## src/rtl/core_pkg.sv

```systemverilog
// Shared types and constants for the fetch front end: PC source select,
// trap cause codes, PC generator state and the default trap vector.
package core_pkg;

  typedef enum logic [1:0] {
    PC_SEQ    = 2'b00,
    PC_BRANCH = 2'b01,
    PC_JALR   = 2'b10
  } pc_src_t;

  typedef enum logic [1:0] {
    CAUSE_NONE     = 2'b00,
    CAUSE_TRAP     = 2'b01,
    CAUSE_MISALIGN = 2'b10,
    CAUSE_DOUBLE   = 2'b11
  } cause_t;

  typedef enum logic [1:0] {
    ST_RUN     = 2'b00,
    ST_HANDLER = 2'b01,
    ST_HALT    = 2'b10
  } state_t;

  localparam logic [31:0] DEFAULT_TRAP_VECTOR = 32'h0000_0100;

  // Instruction targets must be word aligned.
  function automatic logic is_misaligned(input logic [1:0] lsb);
    return lsb != 2'b00;
  endfunction

endpackage

```

## src/rtl/pc_gen_if.sv

```systemverilog
// Control/status bundle between the control unit and the PC generator.
interface pc_gen_if #(
  parameter int ADDRESS_WIDTH = 32,
  parameter int DATA_WIDTH    = 32,
  parameter int COUNT_WIDTH   = 32
) ();

  logic                     stall;
  logic [1:0]               PCsrc;
  logic [DATA_WIDTH-1:0]    ImmOp;
  logic [DATA_WIDTH-1:0]    rs1_val;
  logic                     trap_req;
  logic                     mret;
  logic [ADDRESS_WIDTH-1:0] PC;
  logic [ADDRESS_WIDTH-1:0] PC_plus4;
  logic [ADDRESS_WIDTH-1:0] epc;
  core_pkg::cause_t         cause;
  logic                     halted;
  logic [COUNT_WIDTH-1:0]   instret;

  modport master (
    output stall, PCsrc, ImmOp, rs1_val, trap_req, mret,
    input  PC, PC_plus4, epc, cause, halted, instret
  );

  modport slave (
    input  stall, PCsrc, ImmOp, rs1_val, trap_req, mret,
    output PC, PC_plus4, epc, cause, halted, instret
  );

endinterface

```

## src/rtl/pc_target_sel.sv

```systemverilog
// Next-PC target mux with misalignment detect. Arithmetic is done at
// operand width and the low address bits are taken, so targets wrap.
module pc_target_sel
  import core_pkg::*;
#(
  parameter int ADDRESS_WIDTH = 32,
  parameter int DATA_WIDTH    = 32
) (
  input  logic [ADDRESS_WIDTH-1:0] pc,
  input  pc_src_t                  src,
  input  logic [DATA_WIDTH-1:0]    imm,
  input  logic [DATA_WIDTH-1:0]    rs1_val,
  output logic [ADDRESS_WIDTH-1:0] target,
  output logic                     misaligned
);

  logic [DATA_WIDTH-1:0] pc_ext;
  logic [DATA_WIDTH-1:0] tgt;
  logic                  redirect;

  assign pc_ext = DATA_WIDTH'(pc);

  // Pick the target; the reserved encoding falls through to sequential.
  always_comb begin
    tgt      = pc_ext + DATA_WIDTH'(4);
    redirect = 1'b0;
    case (src)
      PC_BRANCH: begin
        tgt      = pc_ext + imm;
        redirect = 1'b1;
      end
      PC_JALR: begin
        tgt      = rs1_val + imm;
        tgt[0]   = 1'b0;
        redirect = 1'b1;
      end
      default: ;
    endcase
  end

  assign target     = tgt[ADDRESS_WIDTH-1:0];
  assign misaligned = redirect && is_misaligned(tgt[1:0]);

endmodule

```

## src/rtl/pc_gen.sv

```systemverilog
// Program counter generator: owns the PC, handles stall, traps,
// exception return, halt on double fault and the retired counter.
module pc_gen
  import core_pkg::*;
#(
  parameter int                       ADDRESS_WIDTH = 32,
  parameter int                       DATA_WIDTH    = 32,
  parameter logic [ADDRESS_WIDTH-1:0] RESET_PC      = '0,
  parameter logic [31:0]              TRAP_VECTOR   = DEFAULT_TRAP_VECTOR,
  parameter int                       COUNT_WIDTH   = 32
) (
  input logic     clk,
  input logic     rst,
  pc_gen_if.slave bus
);

  localparam logic [ADDRESS_WIDTH-1:0] TRAP_PC = ADDRESS_WIDTH'(TRAP_VECTOR);

  state_t                   state_q, state_d;
  logic [ADDRESS_WIDTH-1:0] pc_q, pc_d;
  logic [ADDRESS_WIDTH-1:0] epc_q, epc_d;
  cause_t                   cause_q, cause_d;
  logic [COUNT_WIDTH-1:0]   instret_q;
  logic                     retire;
  logic [ADDRESS_WIDTH-1:0] target;
  logic                     misaligned;
  logic                     fault;

  pc_target_sel #(
    .ADDRESS_WIDTH(ADDRESS_WIDTH),
    .DATA_WIDTH   (DATA_WIDTH)
  ) u_sel (
    .pc        (pc_q),
    .src       (pc_src_t'(bus.PCsrc)),
    .imm       (bus.ImmOp),
    .rs1_val   (bus.rs1_val),
    .target    (target),
    .misaligned(misaligned)
  );

  // A misaligned target is a fault even when the cycle is stalled.
  assign fault = bus.trap_req | misaligned;

  // State register.
  always_ff @(posedge clk or posedge rst) begin
    if (rst) state_q <= ST_RUN;
    else     state_q <= state_d;
  end

  // Next state: fault enters the handler or halts from inside it; an
  // unstalled mret leaves the handler. HALT only exits via reset.
  always_comb begin
    state_d = state_q;
    case (state_q)
      ST_RUN:     if (fault) state_d = ST_HANDLER;
      ST_HANDLER: begin
        if (fault)                     state_d = ST_HALT;
        else if (!bus.stall && bus.mret) state_d = ST_RUN;
      end
      default:    state_d = state_q;
    endcase
  end

  // Datapath next values and retire strobe for the current state.
  always_comb begin
    pc_d    = pc_q;
    epc_d   = epc_q;
    cause_d = cause_q;
    retire  = 1'b0;
    case (state_q)
      ST_RUN: begin
        if (fault) begin
          pc_d    = TRAP_PC;
          epc_d   = pc_q;
          cause_d = bus.trap_req ? CAUSE_TRAP : CAUSE_MISALIGN;
        end else if (!bus.stall) begin
          pc_d   = target;
          retire = 1'b1;
        end
      end
      ST_HANDLER: begin
        if (fault) begin
          cause_d = CAUSE_DOUBLE;
        end else if (!bus.stall) begin
          retire = 1'b1;
          if (bus.mret) begin
            pc_d    = epc_q;
            cause_d = CAUSE_NONE;
          end else begin
            pc_d = target;
          end
        end
      end
      default: ;
    endcase
  end

  // Architectural registers.
  always_ff @(posedge clk or posedge rst) begin
    if (rst) begin
      pc_q      <= RESET_PC;
      epc_q     <= '0;
      cause_q   <= CAUSE_NONE;
      instret_q <= '0;
    end else begin
      pc_q      <= pc_d;
      epc_q     <= epc_d;
      cause_q   <= cause_d;
      instret_q <= instret_q + {{(COUNT_WIDTH-1){1'b0}}, retire};
    end
  end

  assign bus.PC       = pc_q;
  assign bus.PC_plus4 = pc_q + ADDRESS_WIDTH'(4);
  assign bus.epc      = epc_q;
  assign bus.cause    = cause_q;
  assign bus.halted   = (state_q == ST_HALT);
  assign bus.instret  = instret_q;

endmodule

```

## src/flat_wrapper.sv

```systemverilog
// flat-port wrapper written by rule: the top's interface ports become plain ports
module pc_gen_flat import core_pkg::*;
#(
  parameter int                       ADDRESS_WIDTH = 32,
  parameter int                       DATA_WIDTH    = 32,
  parameter logic [ADDRESS_WIDTH-1:0] RESET_PC      = '0,
  parameter logic [31:0]              TRAP_VECTOR   = DEFAULT_TRAP_VECTOR,
  parameter int                       COUNT_WIDTH   = 32
)
  (clk, rst, bus_stall, bus_PCsrc, bus_ImmOp, bus_rs1_val, bus_trap_req, bus_mret, bus_PC, bus_PC_plus4, bus_epc, bus_cause, bus_halted, bus_instret);
  pc_gen_if #(.ADDRESS_WIDTH(ADDRESS_WIDTH), .DATA_WIDTH(DATA_WIDTH), .COUNT_WIDTH(COUNT_WIDTH)) bus_i ();
  input logic clk;
  input logic rst;
  input wire logic [$bits(bus_i.stall)-1:0] bus_stall;
  input wire logic [$bits(bus_i.PCsrc)-1:0] bus_PCsrc;
  input wire logic [$bits(bus_i.ImmOp)-1:0] bus_ImmOp;
  input wire logic [$bits(bus_i.rs1_val)-1:0] bus_rs1_val;
  input wire logic [$bits(bus_i.trap_req)-1:0] bus_trap_req;
  input wire logic [$bits(bus_i.mret)-1:0] bus_mret;
  output wire logic [$bits(bus_i.PC)-1:0] bus_PC;
  output wire logic [$bits(bus_i.PC_plus4)-1:0] bus_PC_plus4;
  output wire logic [$bits(bus_i.epc)-1:0] bus_epc;
  output wire logic [$bits(bus_i.cause)-1:0] bus_cause;
  output wire logic [$bits(bus_i.halted)-1:0] bus_halted;
  output wire logic [$bits(bus_i.instret)-1:0] bus_instret;
  assign bus_i.stall = bus_stall;
  assign bus_i.PCsrc = bus_PCsrc;
  assign bus_i.ImmOp = bus_ImmOp;
  assign bus_i.rs1_val = bus_rs1_val;
  assign bus_i.trap_req = bus_trap_req;
  assign bus_i.mret = bus_mret;
  assign bus_PC = bus_i.PC;
  assign bus_PC_plus4 = bus_i.PC_plus4;
  assign bus_epc = bus_i.epc;
  assign bus_cause = bus_i.cause;
  assign bus_halted = bus_i.halted;
  assign bus_instret = bus_i.instret;
  pc_gen #(.ADDRESS_WIDTH(ADDRESS_WIDTH), .DATA_WIDTH(DATA_WIDTH), .RESET_PC(RESET_PC), .TRAP_VECTOR(TRAP_VECTOR), .COUNT_WIDTH(COUNT_WIDTH)) u_core (.clk(clk), .rst(rst), .bus(bus_i));
endmodule
```

## config.mk

```make
export PLATFORM = sky130hd
export DESIGN_NAME = pc_gen_flat
export DESIGN_NICKNAME = d
export VERILOG_FILES = /design/src/rtl/core_pkg.sv /design/src/rtl/pc_gen_if.sv /design/src/rtl/pc_target_sel.sv /design/src/rtl/pc_gen.sv /design/src/flat_wrapper.sv
export SDC_FILE = /design/constraint.sdc
export NUM_CORES = 1
export LEC_CHECK = 0
export BUFFER_PORTS_ARGS = -buffer_cell sky130_fd_sc_hd__clkbuf_2
export CORE_MARGIN = 5
export CORE_UTILIZATION = 55
export CTS_CLUSTER_DIAMETER = 40
export CTS_CLUSTER_SIZE = 40
export DETAILED_ROUTE_END_ITERATION = 10
export GPL_TIMING_DRIVEN = 0
export HOLD_SLACK_MARGIN = 0.15
export PLACE_DENSITY = 0.81
export REMOVE_ABC_BUFFERS = 1
export SLEW_MARGIN = 20
export SYNTH_ARGS = -nofsm -noshare
export SYNTH_HDL_FRONTEND = slang
export SYNTH_SLANG_ARGS = --single-unit
```

## constraint.sdc

```tcl
create_clock -name clk -period 6.45 [get_ports clk]
set_input_delay 0.645 -clock clk [delete_from_list [all_inputs] [get_ports clk]]
set_output_delay 0.645 -clock clk [all_outputs]
set_load 0.02 [all_outputs]
```

==> metrics.cfg <==
[placed_design]
post-dp-hpwl_mm = 20.3
gp_congestion = 0.966
port_buffers = 201

[sta]
fin_crit_ns = 5.69
skew_ns = 0.00895
setup_viol = 0
fin_tns_setup_ns = 0
max_freq_mhz = 176
hold_viol = 0
relSlewSlack_pct = 23.4
rsz0062_at_grt = no
worst_slew_pin_slew_ns = 1.15
min_period_over_period_pct = 88.2
timing.final.max_slew_violations = 0

[critical_path]
r2r-start = u_core.bus.PC[0]$_DFFE_PP0P_
regToRegSetupSlack_ns = 0.76
required_ns = 6.69
cp-end-kind = flop
cp_max_fo = 22
arrival_ns = 5.93
critical_path_class = reg2reg
start_kind = flop
worstRegToRegCells = 18
r2r_end = u_core.bus.instret[31]$_DFF_PP0_

[finish]
syn_to_final_growth_pct = 17.2
diodes = 0
post_route_cells_drive_above_1_share_pct = 24.5
final_cell_mix = clkbuf_2, dfrtp_1, a21oi_1
mostFrequentLayoutCell = clkbuf_2
fin_nets = 1322
fin_util_pct = 66.3

[cts]
clock_sinks = 100
clk_pin_slew_ns = 0.08
cts_resized = 0
clockRootBuffer = clkbuf_16
cts_setup_buffers = 0
clk_latency_ns = 0.34
cts_buffers = 9
cts_tree = built
ctsLongestPathBuffers = 2
cts_hold_buf = 0
cts_max_level = 3

[drt]
drtIter0Drc = 878
top_layer = met4
via_count = 8759
wl_met3_mm = 2.66
wl_met2_mm = 11.8
firstDrtPassIters = 6
routed_wl_mm = 26.7
detail-route-antenna-nets = 0
drc = 0
wl_met1_mm = 11.4
viasPerCell = 6.27
routedWlPerCell_um = 19.1

[global_route]
antenna_found_initial = 0
grt_first_pass_wirelength_mm = 41.4
grt_use_total_pct = 28.1
grt_pass1_vias = 7884
grt_max_degree = 64
grt_overflow = 0

[floorplan]
rows = 45
core-area_mm2 = 0.0153
ios = 202
die_w_um = 136
die_area_mm2 = 0.0184
die_y_um = 136
start_util_pct = 56.6

[synth]
synth-edff-count = 0
avgSynthCellArea_um2 = 8.58
ys_seq_area_share_pct = 28.9
syn_area_mm2 = 0.00867
async_flop_share_pct = 100
synthCells = 1010
yosys_register_bits = 100
yosysWarnings = 0
ys_types = 78
synthFlopType = dfrtp_1

[run_status]
status = completed

[power]
power_density_mw_per_mm2 = 369
power.leakage_uw = 0.00488
irDropWorstVdd_v = 0.000184

[min_path]
hp-class = in2async

[flow_run]
drv_cap = 0

==> worst max path at each step <==
stage                                            start                                to  slack, ns  cells past startpoint
after detailed placement                  bus_ImmOp[0]  u_core.bus.instret[31]$_DFF_PP0_       0.54                     19
after global placement                    bus_PCsrc[0]  u_core.bus.instret[31]$_DFF_PP0_      -0.97                     16
after CTS                 u_core.bus.PC[0]$_DFFE_PP0P_  u_core.bus.instret[31]$_DFF_PP0_       0.79                     18
after floorplan           u_core.bus.PC[0]$_DFFE_PP0P_  u_core.bus.instret[28]$_DFF_PP0_       1.33                     20
after global routing      u_core.bus.PC[0]$_DFFE_PP0P_  u_core.bus.instret[31]$_DFF_PP0_       0.34                     18
final                     u_core.bus.PC[0]$_DFFE_PP0P_  u_core.bus.instret[31]$_DFF_PP0_       0.76                     18
==> synthesized netlist by cell type, drive strengths merged (6+ instances only) <==
cell	number	share of area, %
and3	20	1.4
xnor2	73	7.4
a21o	28	2.4
o21a	8	0.71
nand3	57	3.3
nor2	62	2.8
a31oi	9	0.65
inv	26	1.1
nor2b	13	1.0
nand4	14	1.0
xor2	40	4.0
a221oi	21	2.2
nand2b	9	0.65
nor3	16	0.98
buf	16	0.91
nand2	87	3.8
dfrtp	100	29
a211oi	13	1.3
or3	6	0.43
mux2	34	4.4
clkbuf	27	1.2
a21oi	95	5.6
o21ai	74	4.4
o211ai	13	1.2
o21bai	8	0.69
ha	67	9.7
and2	6	0.43
==> through the flow <==
stage | instances | hold WS (ns) | total power [uW] | setup slack (ns) | cell area [um^2]
after floorplan | 967 | 0.496 | 2480 | 1.33 | 8480
after detailed placement | 1382 | 0.472 | 3160 | 0.542 | 9850
after global placement | 1379 | 0.467 | 3130 | -0.970 | 9750
after global routing | 1398 | 0.306 | 3970 | 0.338 | 10200
after CTS | 1398 | 0.291 | 3720 | 0.791 | 10200
final | 1398 | 0.284 | 3750 | 0.758 | 10200
==> where the power goes <==
| part | switching, uW | total [uW] | internal (uW) |
|---|---|---|---|
| sequential | 309 | 1120 | 809 |
| combinational | 1270 | 2070 | 802 |
| clock | 271 | 556 | 286 |
| total | 1850 | 3750 | 1900 |
==> registers in the layout, summed over array words and instances (netlist names) <==
name	flops
u_core.bus.PC	32
u_core.bus.cause	2
u_core.bus.epc	32
u_core.bus.instret	32
u_core.state_q	2
==> area by class of cell <==
cell class / instances / area [um^2]
clock buffer: 10 / 239
clock inverter: 6 / 66.3
fill: 1329 / 5160
inverter: 27 / 106
multi-input combinational: 840 / 5910
sequential: 100 / 2500
tap: 211 / 264
timing repair buffer: 204 / 1070
==> critical path, cell delays in order (launching register included) <==
cell      delay (ns)
dfrtp_1         0.46
ha_1            0.25
inv_1           0.07
fa_1            0.50
nand2b_1        0.06
a21oi_1         0.22
o21ai_1         0.14
a21oi_1         0.28
inv_1           0.12
a21oi_4         0.62
nand2_1         0.40
inv_1           0.55
ha_1            0.25
nand3_1         0.20
nor4_2          0.54
nand3_1         0.21
nor3_1          0.39
nand3_1         0.17
xnor2_1         0.15
==> routing by layer <==
metal / vias to the layer above / global-route usage (%)
met5: - / 0
met4: 0 / 9.46
met3: 73 / 5.72
met2: 484 / 42.5
met1: 4125 / 40.1
li1: 4077 / -
==> logic make-up (layout without fill, tap and decap cells) <==
family | Yosys count | in the layout | synth area share [%]
AND/OR/NAND/NOR | 308 | 308 | 17.7
XOR/XNOR | 113 | 113 | 11.4
adder cells (fa/ha/maj) | 69 | 69 | 10.1
flip-flops | 100 | 100 | 28.9
buffers and inverters | 70 | 247 | 3.29
AO/OA/AOI/OAI | 315 | 315 | 24.0
multiplexers | 35 | 35 | 4.53
No activity file was read; power rests on OpenSTA's default activity.
